## src/rtl/multi_ch_fifo_pkg.sv

```systemverilog
// rtl/multi_ch_fifo_pkg.sv - shared defaults and bus slicing helper for multi_ch_fifo
package multi_ch_fifo_pkg;

   localparam int DEF_DWIDTH    = 32;
   localparam int DEF_AWIDTH    = 4;
   localparam int DEF_CH        = 4;
   localparam int DEF_PF_THRESH = 12;

   // Low bit of channel c inside a bus packed as CH fields of width w
   function automatic int ch_lsb(input int c, input int w);
      return c * w;
   endfunction

endpackage

```

## src/rtl/fifo_channel.sv

```systemverilog
// rtl/fifo_channel.sv - one independent FIFO channel; MULTI_CH_FIFO_STATS_EN adds peak_count
module fifo_channel
   import multi_ch_fifo_pkg::*;
#(
   parameter int DWIDTH    = DEF_DWIDTH,
   parameter int AWIDTH    = DEF_AWIDTH,
   parameter int FWFT      = 0,
   parameter int PF_THRESH = DEF_PF_THRESH
) (
   input  logic              clk,
   input  logic              srst,
   input  logic [DWIDTH-1:0] din,
   input  logic              wr_en,
   input  logic              rd_en,
   output logic [DWIDTH-1:0] dout,
   output logic              valid,
   output logic              full,
   output logic              prog_full,
   output logic              empty,
   output logic [AWIDTH:0]   data_count,
`ifdef MULTI_CH_FIFO_STATS_EN
   output logic [AWIDTH:0]   peak_count,
`endif
   output logic              overflow,
   output logic              underflow
);

   localparam int DEPTH = 1 << AWIDTH;
   localparam int CW    = AWIDTH + 1;

   logic [DWIDTH-1:0] mem [DEPTH];
   logic [AWIDTH:0]   wr_ptr, rd_ptr, count;
   logic              full_i, empty_i, wr_acc, rd_acc;
   logic              ovf_q, udf_q;

   // The extra wrap bit lets all DEPTH entries be used and count reach DEPTH
   assign count   = wr_ptr - rd_ptr;
   assign full_i  = (count == CW'(DEPTH));
   assign empty_i = (count == '0);
   assign wr_acc  = wr_en & ~full_i & ~srst;
   assign rd_acc  = rd_en & ~empty_i & ~srst;

   assign data_count = count;
   assign full       = full_i | srst;
   assign empty      = empty_i | srst;
   assign prog_full  = (count >= CW'(PF_THRESH)) | srst;
   assign overflow   = ovf_q & ~srst;
   assign underflow  = udf_q & ~srst;

   // Pointer advance and one-cycle error pulses for rejected requests
   always_ff @(posedge clk) begin
      if (srst) begin
         wr_ptr <= '0;
         rd_ptr <= '0;
         ovf_q  <= 1'b0;
         udf_q  <= 1'b0;
      end else begin
         wr_ptr <= wr_ptr + CW'(wr_acc);
         rd_ptr <= rd_ptr + CW'(rd_acc);
         ovf_q  <= wr_en & full_i;
         udf_q  <= rd_en & empty_i;
      end
   end

   // Storage is deliberately not cleared by reset
   always_ff @(posedge clk) begin
      if (wr_acc) mem[wr_ptr[AWIDTH-1:0]] <= din;
   end

   generate
      if (FWFT != 0) begin : g_fwft
         assign dout  = mem[rd_ptr[AWIDTH-1:0]];
         assign valid = ~empty_i & ~srst;
      end else begin : g_std
         logic [DWIDTH-1:0] dout_q;
         logic              valid_q;
         // Registered read port: data only on the cycle after an accepted pop
         always_ff @(posedge clk) begin
            if (srst) begin
               dout_q  <= '0;
               valid_q <= 1'b0;
            end else begin
               valid_q <= rd_acc;
               dout_q  <= rd_acc ? mem[rd_ptr[AWIDTH-1:0]] : '0;
            end
         end
         assign dout  = dout_q;
         assign valid = valid_q & ~srst;
      end
   endgenerate

`ifdef MULTI_CH_FIFO_STATS_EN
   logic [AWIDTH:0] peak_q;
   // High-water mark of occupancy since the last reset
   always_ff @(posedge clk) begin
      if (srst)                peak_q <= '0;
      else if (count > peak_q) peak_q <= count;
   end
   assign peak_count = peak_q;
`endif

endmodule

```

## src/rtl/multi_ch_fifo.sv

```systemverilog
// rtl/multi_ch_fifo.sv - CH independent FIFOs on packed buses; MULTI_CH_FIFO_STATS_EN adds peak_count
module multi_ch_fifo
   import multi_ch_fifo_pkg::*;
#(
   parameter int DWIDTH    = DEF_DWIDTH,
   parameter int AWIDTH    = DEF_AWIDTH,
   parameter int CH        = DEF_CH,
   parameter int FWFT      = 0,
   parameter int PF_THRESH = DEF_PF_THRESH
) (
   input  logic                     clk,
   input  logic                     srst,
   input  logic [CH*DWIDTH-1:0]     din,
   input  logic [CH-1:0]            wr_en,
   input  logic [CH-1:0]            rd_en,
   output logic [CH*DWIDTH-1:0]     dout,
   output logic [CH-1:0]            valid,
   output logic [CH-1:0]            full,
   output logic [CH-1:0]            prog_full,
   output logic [CH-1:0]            empty,
   output logic [CH*(AWIDTH+1)-1:0] data_count,
`ifdef MULTI_CH_FIFO_STATS_EN
   output logic [CH*(AWIDTH+1)-1:0] peak_count,
`endif
   output logic [CH-1:0]            overflow,
   output logic [CH-1:0]            underflow
);

   localparam int CW = AWIDTH + 1;

   generate
      for (genvar c = 0; c < CH; c++) begin : g_ch
         fifo_channel #(
            .DWIDTH   (DWIDTH),
            .AWIDTH   (AWIDTH),
            .FWFT     (FWFT),
            .PF_THRESH(PF_THRESH)
         ) u_ch (
            .clk       (clk),
            .srst      (srst),
            .din       (din[ch_lsb(c, DWIDTH) +: DWIDTH]),
            .wr_en     (wr_en[c]),
            .rd_en     (rd_en[c]),
            .dout      (dout[ch_lsb(c, DWIDTH) +: DWIDTH]),
            .valid     (valid[c]),
            .full      (full[c]),
            .prog_full (prog_full[c]),
            .empty     (empty[c]),
            .data_count(data_count[ch_lsb(c, CW) +: CW]),
`ifdef MULTI_CH_FIFO_STATS_EN
            .peak_count(peak_count[ch_lsb(c, CW) +: CW]),
`endif
            .overflow  (overflow[c]),
            .underflow (underflow[c])
         );
      end
   endgenerate

endmodule
```

## config.mk

```make
export PLATFORM = sky130hd
export DESIGN_NAME = multi_ch_fifo
export DESIGN_NICKNAME = d
export VERILOG_FILES = /design/src/rtl/multi_ch_fifo_pkg.sv /design/src/rtl/fifo_channel.sv /design/src/rtl/multi_ch_fifo.sv
export SDC_FILE = /design/constraint.sdc
export NUM_CORES = 2
export LEC_CHECK = 0
export CAP_MARGIN = 20
export CORE_MARGIN = 2
export CORE_UTILIZATION = 65
export DETAILED_ROUTE_END_ITERATION = 12
export GPL_TIMING_DRIVEN = 0
export PLACE_DENSITY = 0.84
export SLEW_MARGIN = 20
export SYNTH_ARGS = -nofsm -noshare
export SYNTH_HDL_FRONTEND = slang
export SYNTH_SLANG_ARGS = --single-unit
```

## constraint.sdc

```tcl
create_clock -name clk -period 13.9 [get_ports clk]
set_input_delay 4.17 -clock clk [delete_from_list [all_inputs] [get_ports clk]]
set_output_delay 4.17 -clock clk [all_outputs]
set_load 0.005 [all_outputs]
```

==> flow_metrics.py <==
metrics = {
    "pwr": {
        "p_sw_share_pct": 24.9,
        "switching_power_mw": 3.95,
        "p_comb_share_pct": 15.9,
        "power_mw": 15.8,
        "p_leak_nw": 33.1,
        "power_frac_seq_pct": 47.6,
        "vdd_ir_drop_max_mv": 0.145,
        "intPower_mw": 11.9,
        "p_per_area_nw_per_um2": 158,
        "clock_power_share_pct": 36.6,
    },
    "sta": {
        "finalMaxSlewViolations": 0,
        "skew_ns": 0.0400,
        "hold_ws_ns": 0.540,
        "period_minus_slack_ns": 11.25,
        "rsz0062_at_grt": "no",
        "setup_viol": 0,
        "hold_violations": 0,
        "fmax_mhz": 88.9,
        "period_share_pct": 80.9,
        "maxSlewHeadroom_pct": 20.9,
        "setup_tns_ns": 0,
        "tightest_slew_ns": 1.19,
    },
    "drt": {
        "via_per_inst": 6.72,
        "wire_per_inst_um": 32.0,
        "drtIter0Drc": 6622,
        "drt_wl_total_mm": 218,
        "remaining_drc_errors": 0,
        "drtPass1Iterations": 6,
        "via_count": 45819,
        "postRouteAntennaNets": 0,
    },
    "yosys": {
        "yosysUniqueCellTypes": 39,
        "syn_avg_cell_area_sq_um": 21.2,
        "ys_top_cells_by_count": "edfxtp_1 (2048), mux4_2 (512), nand2_1 (295)",
        "synthSimpleGateAreaFrac_pct": 3.69,
        "ys_top_cells_by_area": "edfxtp_1 (72%), mux4_2 (13%), dfxtp_1 (4.2%), a2111oi_2 (1.9%), mux2i_1 (1.5%)",
        "synth-adder-area-share_pct": 0.562,
        "synth_top_area_share_pct": 71.9,
        "yosys.area.top_type": "edfxtp_1",
        "netlist_area_sq_um": 85500,
        "synth_top_family_by_area": "multiplexers",
        "ys_ff_latch": 2228,
        "ys_seq_area_share_pct": 76.1,
        "synthCells": 4043,
        "synth_edf_count": 2048,
        "synthMuxAreaShare_pct": 15.0,
        "yosys_warnings": 0,
        "postSynth.asyncResetShare_pct": 0,
        "synthFlopType": "edfxtp_1",
        "yosysMostFrequentCell": "edfxtp_1",
        "synth_compound_area_share_pct": 2.50,
        "synth_xor_area_share_pct": 0.369,
        "synth_nets": 4217,
    },
    "finish": {
        "syn_to_final_growth_pct": 17.4,
        "seq_area_sq_um": 65100,
        "fillers": 6577,
        "multi_input_area_sq_um": 19200,
        "layout.nets": 5026,
        "layout-drive-gt1-share_pct": 28.6,
    },
    "die": {
        "start_util_pct": 65.2,
        "die_x_um": 367,
        "coreArea_sq_um": 131000,
        "rows": 133,
        "die_y_um": 367,
        "dieArea_sq_um": 135000,
        "boundaryPins": 310,
    },
    "setup_path": {
        "r2r_cells": 12,
        "slowest_delay_ns": 0.82,
        "cp-end-kind": "output pin",
        "reg2reg_to": "g_ch[1].u_ch.mem[13][16]",
        "startpoint": "srst",
        "path_class": "input pin to output pin",
        "cp.required_ns": 9.73,
        "crit_path_frequent_cell": "clkbuf_1",
        "worstPathCellList": "buf_2 > clkbuf_1 > clkbuf_1 > nor2b_1 > buf_4 > clkdlybuf4s50_1",
        "critPathArrivalTime_ns": 7.08,
        "r2r_setup_slack_ns": 8.19,
        "crit_fanout": 10,
        "crit_path_end": "valid[1]",
        "start_kind": "input pin",
        "cpMaxStageDelayCell": "clkbuf_1",
        "reg2reg_from": "g_ch[1].u_ch.rd_ptr[1]",
    },
    "clocking": {
        "htree_levels": 4,
        "cts_tree": "built",
        "clk_pin_slew_ns": 0.06,
        "clock_path_buffers": 3,
        "cts_buffers": 211,
        "cts_resized": 0,
        "clock_latency_ns": 0.85,
        "holdBufCountCts": 0,
        "clock-root-buffer": "clkbuf_16",
        "cts.sinks": 2228,
        "post_cts_buffers": 0,
    },
    "grt": {
        "antenna_found_initial": 31,
        "first_global_vias": 47163,
        "grt_pass1_wl_mm": 314,
        "grt_usage_pct": 32.4,
        "overflow": 0,
        "grt_max_degree": 17,
    },
    "place": {
        "io_buffers": 309,
        "routabilityCongestion": 0.823,
        "dpl.hpwl_mm": 139,
    },
    "worst_hold_path": {
        "holdCritPathClass": "flop to flop",
    },
    "flow_run": {
        "drv_cap": 0,
    },
    "status": {
        "status": "finished, final reports clean",
    },
}
[power by group through the flow]
stage | Combinational, mW | Sequential, mW | Clock, mW
finish | 2.51 | 7.54 | 5.80
global route | 2.64 | 7.54 | 6.05
CTS | 2.50 | 7.53 | 5.81
detailed placement | 2.45 | 7.67 | 0
global placement | 2.35 | 7.67 | 0
floorplan | 1.56 | 7.65 | 0
[cell usage in the layout (no fill, tap or decap), types with 5 or more instances in the layout]
master / n
a2111oi_1: 20
a2111oi_2: 108
a211o_1: 8
a21oi_1: 12
and3_1: 132
buf_1: 18
buf_2: 124
buf_4: 251
buf_6: 62
bufinv_16: 14
clkbuf_1: 153
clkbuf_16: 215
clkbuf_8: 33
clkdlybuf4s50_1: 308
clkinv_1: 27
clkinv_16: 6
clkinv_2: 26
dfxtp_1: 180
diode_2: 20
edfxtp_1: 2048
ha_1: 32
inv_1: 27
inv_6: 6
mux2i_1: 128
mux4_2: 512
nand2_1: 295
nand2b_1: 9
nand3_1: 38
nand3b_1: 8
nor2_1: 51
nor2b_1: 40
nor3_2: 54
nor4_2: 8
or2_1: 5
xnor2_1: 12
xor2_1: 24
[layout make-up]
cell class	instances	share of cell area, %
Antenna cell	20	0.0498
Buffer	256	1.44
Clock buffer	316	6.06
Clock inverter	86	0.952
Inverter	27	0.101
Multi-Input combinational cell	1532	19.1
Sequential cell	2228	64.8
Tap cell	1755	2.19
Timing Repair Buffer	596	5.23
[flip-flops by register name (all words and copies together), names as in the netlist]
| register | cells |
|---|---|
| g_ch.u_ch.rd_ptr | 20 |
| g_ch.u_ch.dout | 128 |
| g_ch.u_ch.wr_ptr | 20 |
| g_ch.u_ch.g_std.valid_q | 4 |
| g_ch.u_ch.udf_q | 4 |
| g_ch.u_ch.mem | 2048 |
| g_ch.u_ch.ovf_q | 4 |
[metal layers]
| metal | global-route usage [%] | vias to the layer above | wire length, um |
|---|---|---|---|
| li1 | - | 18285 | - |
| met1 | 43.0 | 23448 | 76000 |
| met4 | 13.3 | 12 | 9110 |
| met5 | 0 | - | 81 |
| met2 | 53.3 | 3482 | 110000 |
| met3 | 6.61 | 592 | 22800 |
[worst min path at each step]
stage,to,slack (ns),cells after the start,start
after floorplan,g_ch[0].u_ch.rd_ptr[4],0.50,2,g_ch[0].u_ch.rd_ptr[4]
after global placement,g_ch[0].u_ch.wr_ptr[4],0.51,2,g_ch[0].u_ch.wr_ptr[4]
after detailed placement,g_ch[3].u_ch.wr_ptr[4],0.52,2,g_ch[3].u_ch.wr_ptr[4]
after CTS,g_ch[3].u_ch.wr_ptr[4],0.54,2,g_ch[3].u_ch.wr_ptr[4]
after global routing,g_ch[0].u_ch.wr_ptr[4],0.56,2,g_ch[0].u_ch.wr_ptr[4]
final,g_ch[3].u_ch.wr_ptr[4],0.54,2,g_ch[3].u_ch.wr_ptr[4]
[metrics by stage]
| step | cell area (sq um) | instances | setup slack [ns] | util, % |
|---|---|---|---|---|
| 4_1_cts | 100000 | 6796 | 2.60 | 76.5 |
| 3_3_place_gp | 90800 | 6107 | 0.285 | 69.3 |
| 5_1_grt | 100000 | 6811 | 2.46 | 76.6 |
| 2_1_floorplan | 85500 | 4043 | 4.78 | - |
| 6_report | 100000 | 6816 | 2.65 | 76.6 |
| 3_5_place_dp | 93300 | 6394 | 2.52 | 71.2 |
[worst max-delay path, delay by kind of cell]
family	cells	cell delay, ns
buf+inv	5	2.45
simple gates	1	0.40
[logic make-up (layout without fill, tap and decap cells)]
family | count (synthesis) | count (layout)
compound gates | 164 | 164
xor+xnor | 36 | 36
fa+ha+maj | 36 | 36
buf+inv | 283 | 1281
flops | 2228 | 2228
mux | 640 | 640
other cells | 0 | 20
simple gates | 656 | 656
Note: power is estimated with default switching activity, not from simulation.
